<file path="config.mk">
export PLATFORM = sky130hd
export DESIGN_NAME = tug_of_war_field
export DESIGN_NICKNAME = d
export VERILOG_FILES = /design/src/rtl/tug_of_war_field.sv
export SDC_FILE = /design/constraint.sdc
export NUM_CORES = 1
export LEC_CHECK = 0
export BUFFER_PORTS_ARGS = -buffer_cell sky130_fd_sc_hd__buf_2
export CORE_ASPECT_RATIO = 0.6
export CORE_MARGIN = 2
export CORE_UTILIZATION = 35
export CTS_BUF_LIST = sky130_fd_sc_hd__clkbuf_8
export DETAILED_ROUTE_END_ITERATION = 6
export PLACE_DENSITY_LB_ADDON = 0.05
export SLEW_MARGIN = 10
export SYNTH_ARGS = -nofsm -noshare
export SYNTH_HDL_FRONTEND = slang
export SYNTH_SLANG_ARGS = --single-unit
</file>
<file path="constraint.sdc">
create_clock -name Clock -period 2.49 [get_ports Clock]
set_clock_uncertainty 0.15 [all_clocks]
set_input_delay 0.249 -clock Clock [delete_from_list [all_inputs] [get_ports Clock]]
set_output_delay 0.249 -clock Clock [all_outputs]
set_load 0.03 [all_outputs]
</file>
<file path="src/rtl/tug_of_war_field.sv">
// Tug-of-war playfield: a light is pulled left/right by button presses.
// Tracks round wins per side and freezes once a side reaches WIN_SCORE.
module tug_of_war_field #(
  parameter int NUM_LIGHTS = 9,
  parameter int SCORE_W    = 3,
  parameter int WIN_SCORE  = 7
) (
  input  logic                  Clock,
  input  logic                  Reset,
  input  logic                  L,
  input  logic                  R,
  output logic [NUM_LIGHTS-1:0] lights,
  output logic                  winL,
  output logic                  winR,
  output logic [SCORE_W-1:0]    scoreL,
  output logic [SCORE_W-1:0]    scoreR,
  output logic                  gameOver
);

  localparam int PW = $clog2(NUM_LIGHTS);
  localparam logic [PW-1:0] CTR  = PW'((NUM_LIGHTS - 1) / 2);
  localparam logic [PW-1:0] MAXP = PW'(NUM_LIGHTS - 1);
  localparam logic [SCORE_W-1:0] WINS = SCORE_W'(WIN_SCORE);
  localparam logic [NUM_LIGHTS-1:0] ONE = NUM_LIGHTS'(1);

  typedef enum logic [1:0] {
    PLAY  = 2'd0,
    WIN_L = 2'd1,
    WIN_R = 2'd2,
    OVER  = 2'd3
  } state_t;

  state_t             state_q, state_d;
  logic [PW-1:0]      pos_q, pos_d;
  logic [SCORE_W-1:0] scl_q, scl_d;
  logic [SCORE_W-1:0] scr_q, scr_d;
  logic               lprev_q, rprev_q;
  logic               pressl_q, pressr_q;

  // Rising-edge press detect; reset loads current levels so held buttons stay quiet
  always_ff @(posedge Clock) begin
    if (Reset) begin
      lprev_q  <= L;
      rprev_q  <= R;
      pressl_q <= 1'b0;
      pressr_q <= 1'b0;
    end else begin
      lprev_q  <= L;
      rprev_q  <= R;
      pressl_q <= L & ~lprev_q;
      pressr_q <= R & ~rprev_q;
    end
  end

  // Game state, light position and scores
  always_ff @(posedge Clock) begin
    if (Reset) begin
      state_q <= PLAY;
      pos_q   <= CTR;
      scl_q   <= '0;
      scr_q   <= '0;
    end else begin
      state_q <= state_d;
      pos_q   <= pos_d;
      scl_q   <= scl_d;
      scr_q   <= scr_d;
    end
  end

  // Next-state and Moore outputs
  always_comb begin
    state_d  = state_q;
    pos_d    = pos_q;
    scl_d    = scl_q;
    scr_d    = scr_q;
    lights   = '0;
    winL     = 1'b0;
    winR     = 1'b0;
    gameOver = 1'b0;
    unique case (state_q)
      PLAY: begin
        lights = ONE << pos_q;
        if (pos_q > MAXP) begin
          pos_d = CTR;
        end else if (pressl_q && !pressr_q) begin
          if (pos_q == MAXP) begin
            state_d = WIN_L;
            scl_d   = scl_q + 1'b1;
          end else begin
            pos_d = pos_q + 1'b1;
          end
        end else if (pressr_q && !pressl_q) begin
          if (pos_q == '0) begin
            state_d = WIN_R;
            scr_d   = scr_q + 1'b1;
          end else begin
            pos_d = pos_q - 1'b1;
          end
        end
      end
      WIN_L: begin
        winL = 1'b1;
        if (scl_q == WINS) begin
          state_d = OVER;
        end else begin
          state_d = PLAY;
          pos_d   = CTR;
        end
      end
      WIN_R: begin
        winR = 1'b1;
        if (scr_q == WINS) begin
          state_d = OVER;
        end else begin
          state_d = PLAY;
          pos_d   = CTR;
        end
      end
      OVER: begin
        lights   = '1;
        gameOver = 1'b1;
      end
      default: begin
        state_d = PLAY;
        pos_d   = CTR;
      end
    endcase
  end

  assign scoreL = scl_q;
  assign scoreR = scr_q;

endmodule

</file>
# After elaboration in Yosys (flattened, before gate mapping)
# Cells that the tools add are included.
[word_totals]
regBits = 16
latch_bits = 0
ramBits = 0
rom_bits = 0
inputBits = 4
output_inout_bits = 18
elab_cells = 66
n_memories = 0
[op_classes]
n_addsub = 4
mul = 0
div = 0
magnitude_cmp = 1
n_eq_ne = 15
shift = 1
n_mux = 20
bitwise_logic = 6
n_reduce_logical = 11
[op_table]
columns = ["op", "count"]
rows = [
  ["$mux W4", 7],
  ["$pmux W9 S2", 1],
  ["$mux W2", 7],
  ["$ne A4 B4 Y1 const B", 3],
  ["$pmux W4 S3", 1],
  ["$reduce_and A5 Y1", 2],
  ["$ne A3 B3 Y1 const B", 3],
  ["$shl A1 B4 Y9 const A", 1],
  ["$add A3 B1 Y3 const B", 2],
  ["$eq A3 B3 Y1 const B", 2],
  ["$ne A2 B2 Y1 const B", 3],
  ["$pmux W2 S3", 1],
  ["$reduce_and A6 Y1", 1],
  ["$add A4 B1 Y4 const B", 1],
  ["$eq A2 B2 Y1 const B", 2],
  ["$eq A4 B4 Y1 const B", 1],
  ["$gt A4 B4 Y1 const B", 1],
  ["$logic_not A4 Y1", 1],
  ["$not A1 Y1", 4],
  ["$reduce_and A4 Y1", 1],
  ["$sub A4 B1 Y4 const B", 1],
  ["$mux W1", 3],
  ["$reduce_bool A3 Y1", 1],
  ["$and A1 B1 Y1", 2],
  ["4 further kinds", 6],
]

# Logic depth before layout (Yosys ltp)
[logic_depth]
ltp_word = 6
ltp_mapped = 9
mapped_depth_nobuf = 9

# Least setup slack after synthesis
# Ideal clock, no wire load.
[synth_timing]
path_type = "register -> register"
startpoint = "register pressr_q"
endpoint = "register pos_q[3]"
setup_time_ns = 0.074
arrival_ns = 2.090
required_time_ns = 2.266
path_slack_ns = 0.175
stages_incl_launch_ff = 9
synth_period_minus_slack_ns = 2.315
cell_sequence = "dfxtp_1 inv_1 ha_1 inv_2 ha_1 and4_4 a2111oi_4 or4b_1 a31oi_1"
[synth_via]
elab_chain_len = 5
[synth_rtl]
columns = ["element", "line", "source"]
rows = [
  ["from (decl)", "38", "logic pressl_q, pressr_q;"],
  ["from (signal assigned)", "51", "pressr_q <= R & ~rprev_q;"],
  ["$logic_not A1 Y1", "85", "end else if (pressl_q && !pressr_q) begin"],
  ["$logic_and A1 B1 Y1", "85", ""],
  ["$mux W4", "85", ""],
  ["$mux W4", "83", "if (pos_q > MAXP) begin"],
  ["$pmux W4 S3", "80", "unique case (state_q)"],
  ["to (signal assigned)", "64", "pos_q <= pos_d;"],
  ["to (decl)", "34", "logic [PW-1:0] pos_q, pos_d;"],
]
# Parallel ways exist; a longest one is shown, timed or not.
# A chain may end at the register's enable or synchronous reset.

# Final worst setup path
# Ends and elaborated chain as after synthesis.

==> results.txt <==
Setup repair after global routing left no endpoint under its margin. The post-route minimum period is 2.33 ns, and the maximum clock rate is 428 MHz. The number of buffer and inverter stages on the critical path came out at 2. In the final routed layout, each cell accounts on average for 12.3 um. STA classifies the critical path startpoint as a register. The iteration count of the initial detailed-routing pass came out at 4. The switching share of total power is 39.5%, and the total design power is 963 uW. The worst hold-check path type was input pin to register. The worst pin sits at a relative slew slack of 72.4%. Start-to-end type of the worst setup path: register to register. In this run the static leakage power is 0.605 nW. Once detailed placement completed, the half-perimeter wirelength came to 1810 um. The data required time of the worst path is 2.52 ns, and the data arrival at the endpoint of the critical path is 2.37 ns. Startpoint of the worst-slack reg-to-reg timing path: pressr_q$_SDFF_PP0_. The area overhead of the layout relative to synthesis was 20.7%. The post-synthesis sequential element count was 16; the number of slew-limit violations in the final report was 0. 22 I/O pins were placed. Core box area: 2930 um^2. 0 antenna diodes ended up in the layout.

In this design, the largest share of critical-path delay is due to simple AND/OR/NAND/NOR gates. The detail route stage leaves a number of antenna-violating nets equal to 0. The number of levels the H-tree was split into is 1. The cell count after synthesis came out at 130. The detailed-routing wirelength on met1 came out at 1290 um. Buffer depth of the longest clock path: 2. In this run the core area contains 15 standard-cell rows. The run gives 117 um as the detailed-routed wire length on met3.

Setup violations remaining at the end of the flow were counted as 0. The total number of yosys warnings was 0. The clock tree root driver cell is sky130_fd_sc_hd__clkbuf_8. The logs give 0 for the number of failing hold endpoints at the final stage and 3610 um^2 for the die outline area.

Entering global routing, the biggest net connects 17 pins. Among all flip-flop cells after synthesis, the most frequent one is sky130_fd_sc_hd__dfxtp_1. Of all nets on the critical path, the largest fanout is 4.

The DRC marker count from the first detailed-route iteration is 32. For this block, the routed nets add up to 2400 um of wire. The final routed DRC violation total was 0. At the end of routability-driven placement, the weighted congestion stood at 0.770.

At the later pin of the worst-skew pair, clock insertion delay measures 0.25 ns. The internal power of the cells totals 582 uW. The most frequent standard cell in the layout excluding fill and tap cells was sky130_fd_sc_hd__nor2_1.

Measured along the x axis, the die boundary spans 76.2 um. Measured in cells, the most critical reg-to-reg path has a length of 8. Across the VDD grid, the largest voltage drop is 338 uV.

The post-synthesis net count was 147. The number of I/O port buffers is 21. The highest layer touched by signal routing is met4. The largest individual stage delay along the critical path comes from the cell sky130_fd_sc_hd__or4b_1.

In this run the critical register-to-register path is captured at pos_q[3]$_SDFFE_PP0P_. TritonCTS built the clock tree. Summing the sequential cell areas from Yosys gives 29.2% of the chip area.

The worst reg-to-reg setup slack is 0.16 ns. After the last flow step, the layout net total stands at 171. The total CTS buffers came out at 3. The transition time of the tightest slew-check pin is 0.413 ns. The analysis attributes to net switching a power of 381 uW. For this design the ratio of total power to cell area is 728 nW/um^2. The count of vias placed by the detailed router is 959. For the number of antenna violations at the first check in global routing, the log shows 0. Of the total power, combinational logic draws 41.0%. The run finished with clean final reports.

The number of flops mapped to enable cells by yosys is 0, and the TritonCTS sink count is 16. Yosys mapped the design onto 36 distinct sky130hd cell types. The first global-routing pass estimated 3860 um of wire.

The overall track demand over capacity in global routing was 14.1%; the number of buffers added for setup after CTS was 0. The average instance area after synthesis was 8.43 um^2. The worst hold path begins at Reset. The total negative setup slack came out at 0 ns. The logs give 24.2% for the part of the power in the clock network and 37.4% for the effective utilization at floorplan. The path with the worst hold slack has its endpoint at scoreR[1]$_SDFFE_PP0P_. Die height: 47.3 um. In the finished design, the share of the clock period the worst path needs comes to 93.8%. Leaving out fill and tap cells, the most frequent cells in the layout are 22 x sky130_fd_sc_hd__nor2_1, 21 x sky130_fd_sc_hd__buf_2, 16 x sky130_fd_sc_hd__dfxtp_1. After detailed routing, the met2 layer carries 988 um of wire. For this run, asynchronously set or reset flops after synthesis account for 0%.

Total congestion overflow after global routing: 0. The sequential fraction of design power was 34.8%. Number of global-route vias before repair: 819. Using the TritonRoute via totals, the vias-per-cell ratio works out to 4.92. Traced cell by cell, the critical path runs through inv_1 -> ha_1 -> inv_2 -> ha_1 -> and4_4 -> a2111oi_4 -> or4b_1 -> a31oi_1. Counting stages on the worst path, the most repeated cell is sky130_fd_sc_hd__ha_1. On the worst path, the slowest cell contributes a delay of 0.46 ns. The worst hold path passes through 2 cells.

The CTS clock-pin slew for the worst setup and hold paths was 0.06 ns. The share of post-route cells with drive strength above 1 is 23.5%, and the max-cap violation count is 0. The run gives 1100 um^2 as the netlist area before placement.

The sort of element at the end of the critical path is a register.
-- worst max-delay path by stage --
| stage | from | endpoint | slack [ns] | cells past startpoint |
|---|---|---|---|---|
| final | pressr_q$_SDFF_PP0_ | pos_q[3]$_SDFFE_PP0P_ | 0.16 | 8 |
| after CTS | pressr_q$_SDFF_PP0_ | pos_q[3]$_SDFFE_PP0P_ | 0.16 | 8 |
| after detailed placement | pressr_q$_SDFF_PP0_ | pos_q[3]$_SDFFE_PP0P_ | 0.18 | 8 |
| after global placement | pressr_q$_SDFF_PP0_ | pos_q[3]$_SDFFE_PP0P_ | 0.16 | 8 |
| after floorplan | pressr_q$_SDFF_PP0_ | pos_q[3]$_SDFFE_PP0P_ | 0.18 | 8 |
| after global routing | pressr_q$_SDFF_PP0_ | pos_q[3]$_SDFFE_PP0P_ | 0.04 | 8 |
-- worst reg2reg max path, stage by stage (launching register included) --
cell	delay, ns
sky130_fd_sc_hd__dfxtp_1	0.34
sky130_fd_sc_hd__inv_1	0.06
sky130_fd_sc_hd__ha_1	0.20
sky130_fd_sc_hd__inv_2	0.09
sky130_fd_sc_hd__ha_1	0.28
sky130_fd_sc_hd__and4_4	0.20
sky130_fd_sc_hd__a2111oi_4	0.33
sky130_fd_sc_hd__or4b_1	0.46
sky130_fd_sc_hd__a31oi_1	0.16
-- cells by family (layout without fill, tap and decap cells) --
logic type / count (synthesis) / in the layout / synth area share (%)
fa+ha+maj: 13 / 13 / 14.8
flops: 16 / 16 / 29.2
mux: 6 / 6 / 5.48
compound gates: 29 / 29 / 18.8
xor+xnor: 4 / 4 / 3.20
simple gates: 47 / 47 / 22.7
buf+inv: 15 / 38 / 5.71
-- through the flow --
step / std cells / util, % / hold WS [ns] / instance area, um^2 / worst slack, ns
after floorplan: 130 / - / 0.127 / 1100 / 0.175
after global placement: 189 / 42.6 / 0.213 / 1250 / 0.163
after detailed placement: 189 / 42.6 / 0.213 / 1250 / 0.178
after CTS: 195 / 45.2 / 0.207 / 1320 / 0.157
after global routing: 195 / 45.2 / 0.230 / 1320 / 0.0415
final: 195 / 45.2 / 0.204 / 1320 / 0.156
-- per-layer routing --
metal	GRT usage, %	vias up
met5	0	-
met4	3.27	0
met3	5.19	2
met2	21.1	18
met1	19.6	439
li1	-	500
-- sequential cells by signal, indices dropped and copies added (netlist names) --
name and cells:
scoreL 3, pressl_q 1, pressr_q 1, rprev_q 1, lprev_q 1, scoreR 3, state_q 2, pos_q 4
-- synthesized netlist by cell type, types with 2 or more instances --
cell type,count,area [um^2]
sky130_fd_sc_hd__buf_2,2,10.0
sky130_fd_sc_hd__xor2_1,2,17.5
sky130_fd_sc_hd__nor3b_1,3,22.5
sky130_fd_sc_hd__ha_1,13,163
sky130_fd_sc_hd__nor2_1,22,82.6
sky130_fd_sc_hd__nor2b_1,3,18.8
sky130_fd_sc_hd__clkbuf_1,5,18.8
sky130_fd_sc_hd__o41ai_1,2,17.5
sky130_fd_sc_hd__dfxtp_1,16,320
sky130_fd_sc_hd__mux2i_1,6,60.1
sky130_fd_sc_hd__nand2_1,5,18.8
sky130_fd_sc_hd__or4b_1,2,20.0
sky130_fd_sc_hd__a31oi_1,4,25.0
sky130_fd_sc_hd__o21ai_0,3,15.0
sky130_fd_sc_hd__nand2b_1,2,12.5
sky130_fd_sc_hd__xnor2_1,2,17.5
sky130_fd_sc_hd__a21oi_1,14,70.1
sky130_fd_sc_hd__inv_1,6,22.5
-- repair_timing --
action | 4_1_cts | 5_1_grt
hold buffers | 2 | 0
resized for setup | 0 | 0
endpoints found under the hold margin | 2 | 0
-- power groups by stage --
stage / Combinational (mW) / Sequential [mW] / Clock [mW]
2_1_floorplan: 0.341 / 0.303 / 0
3_3_place_gp: 0.390 / 0.340 / 0
3_5_place_dp: 0.393 / 0.339 / 0
4_1_cts: 0.398 / 0.333 / 0.239
5_1_grt: 0.436 / 0.340 / 0.245
6_report: 0.395 / 0.335 / 0.233
-- layout make-up --
type | count | area [um^2]
Inverter | 7 | 26.3
Tap cell | 42 | 52.6
Multi-Input combinational cell | 99 | 713
Sequential cell | 16 | 320
Timing Repair Buffer | 27 | 155
Clock buffer | 4 | 55.1
Fill cell | 309 | 1610
Note: power is estimated with default switching activity, not from simulation.
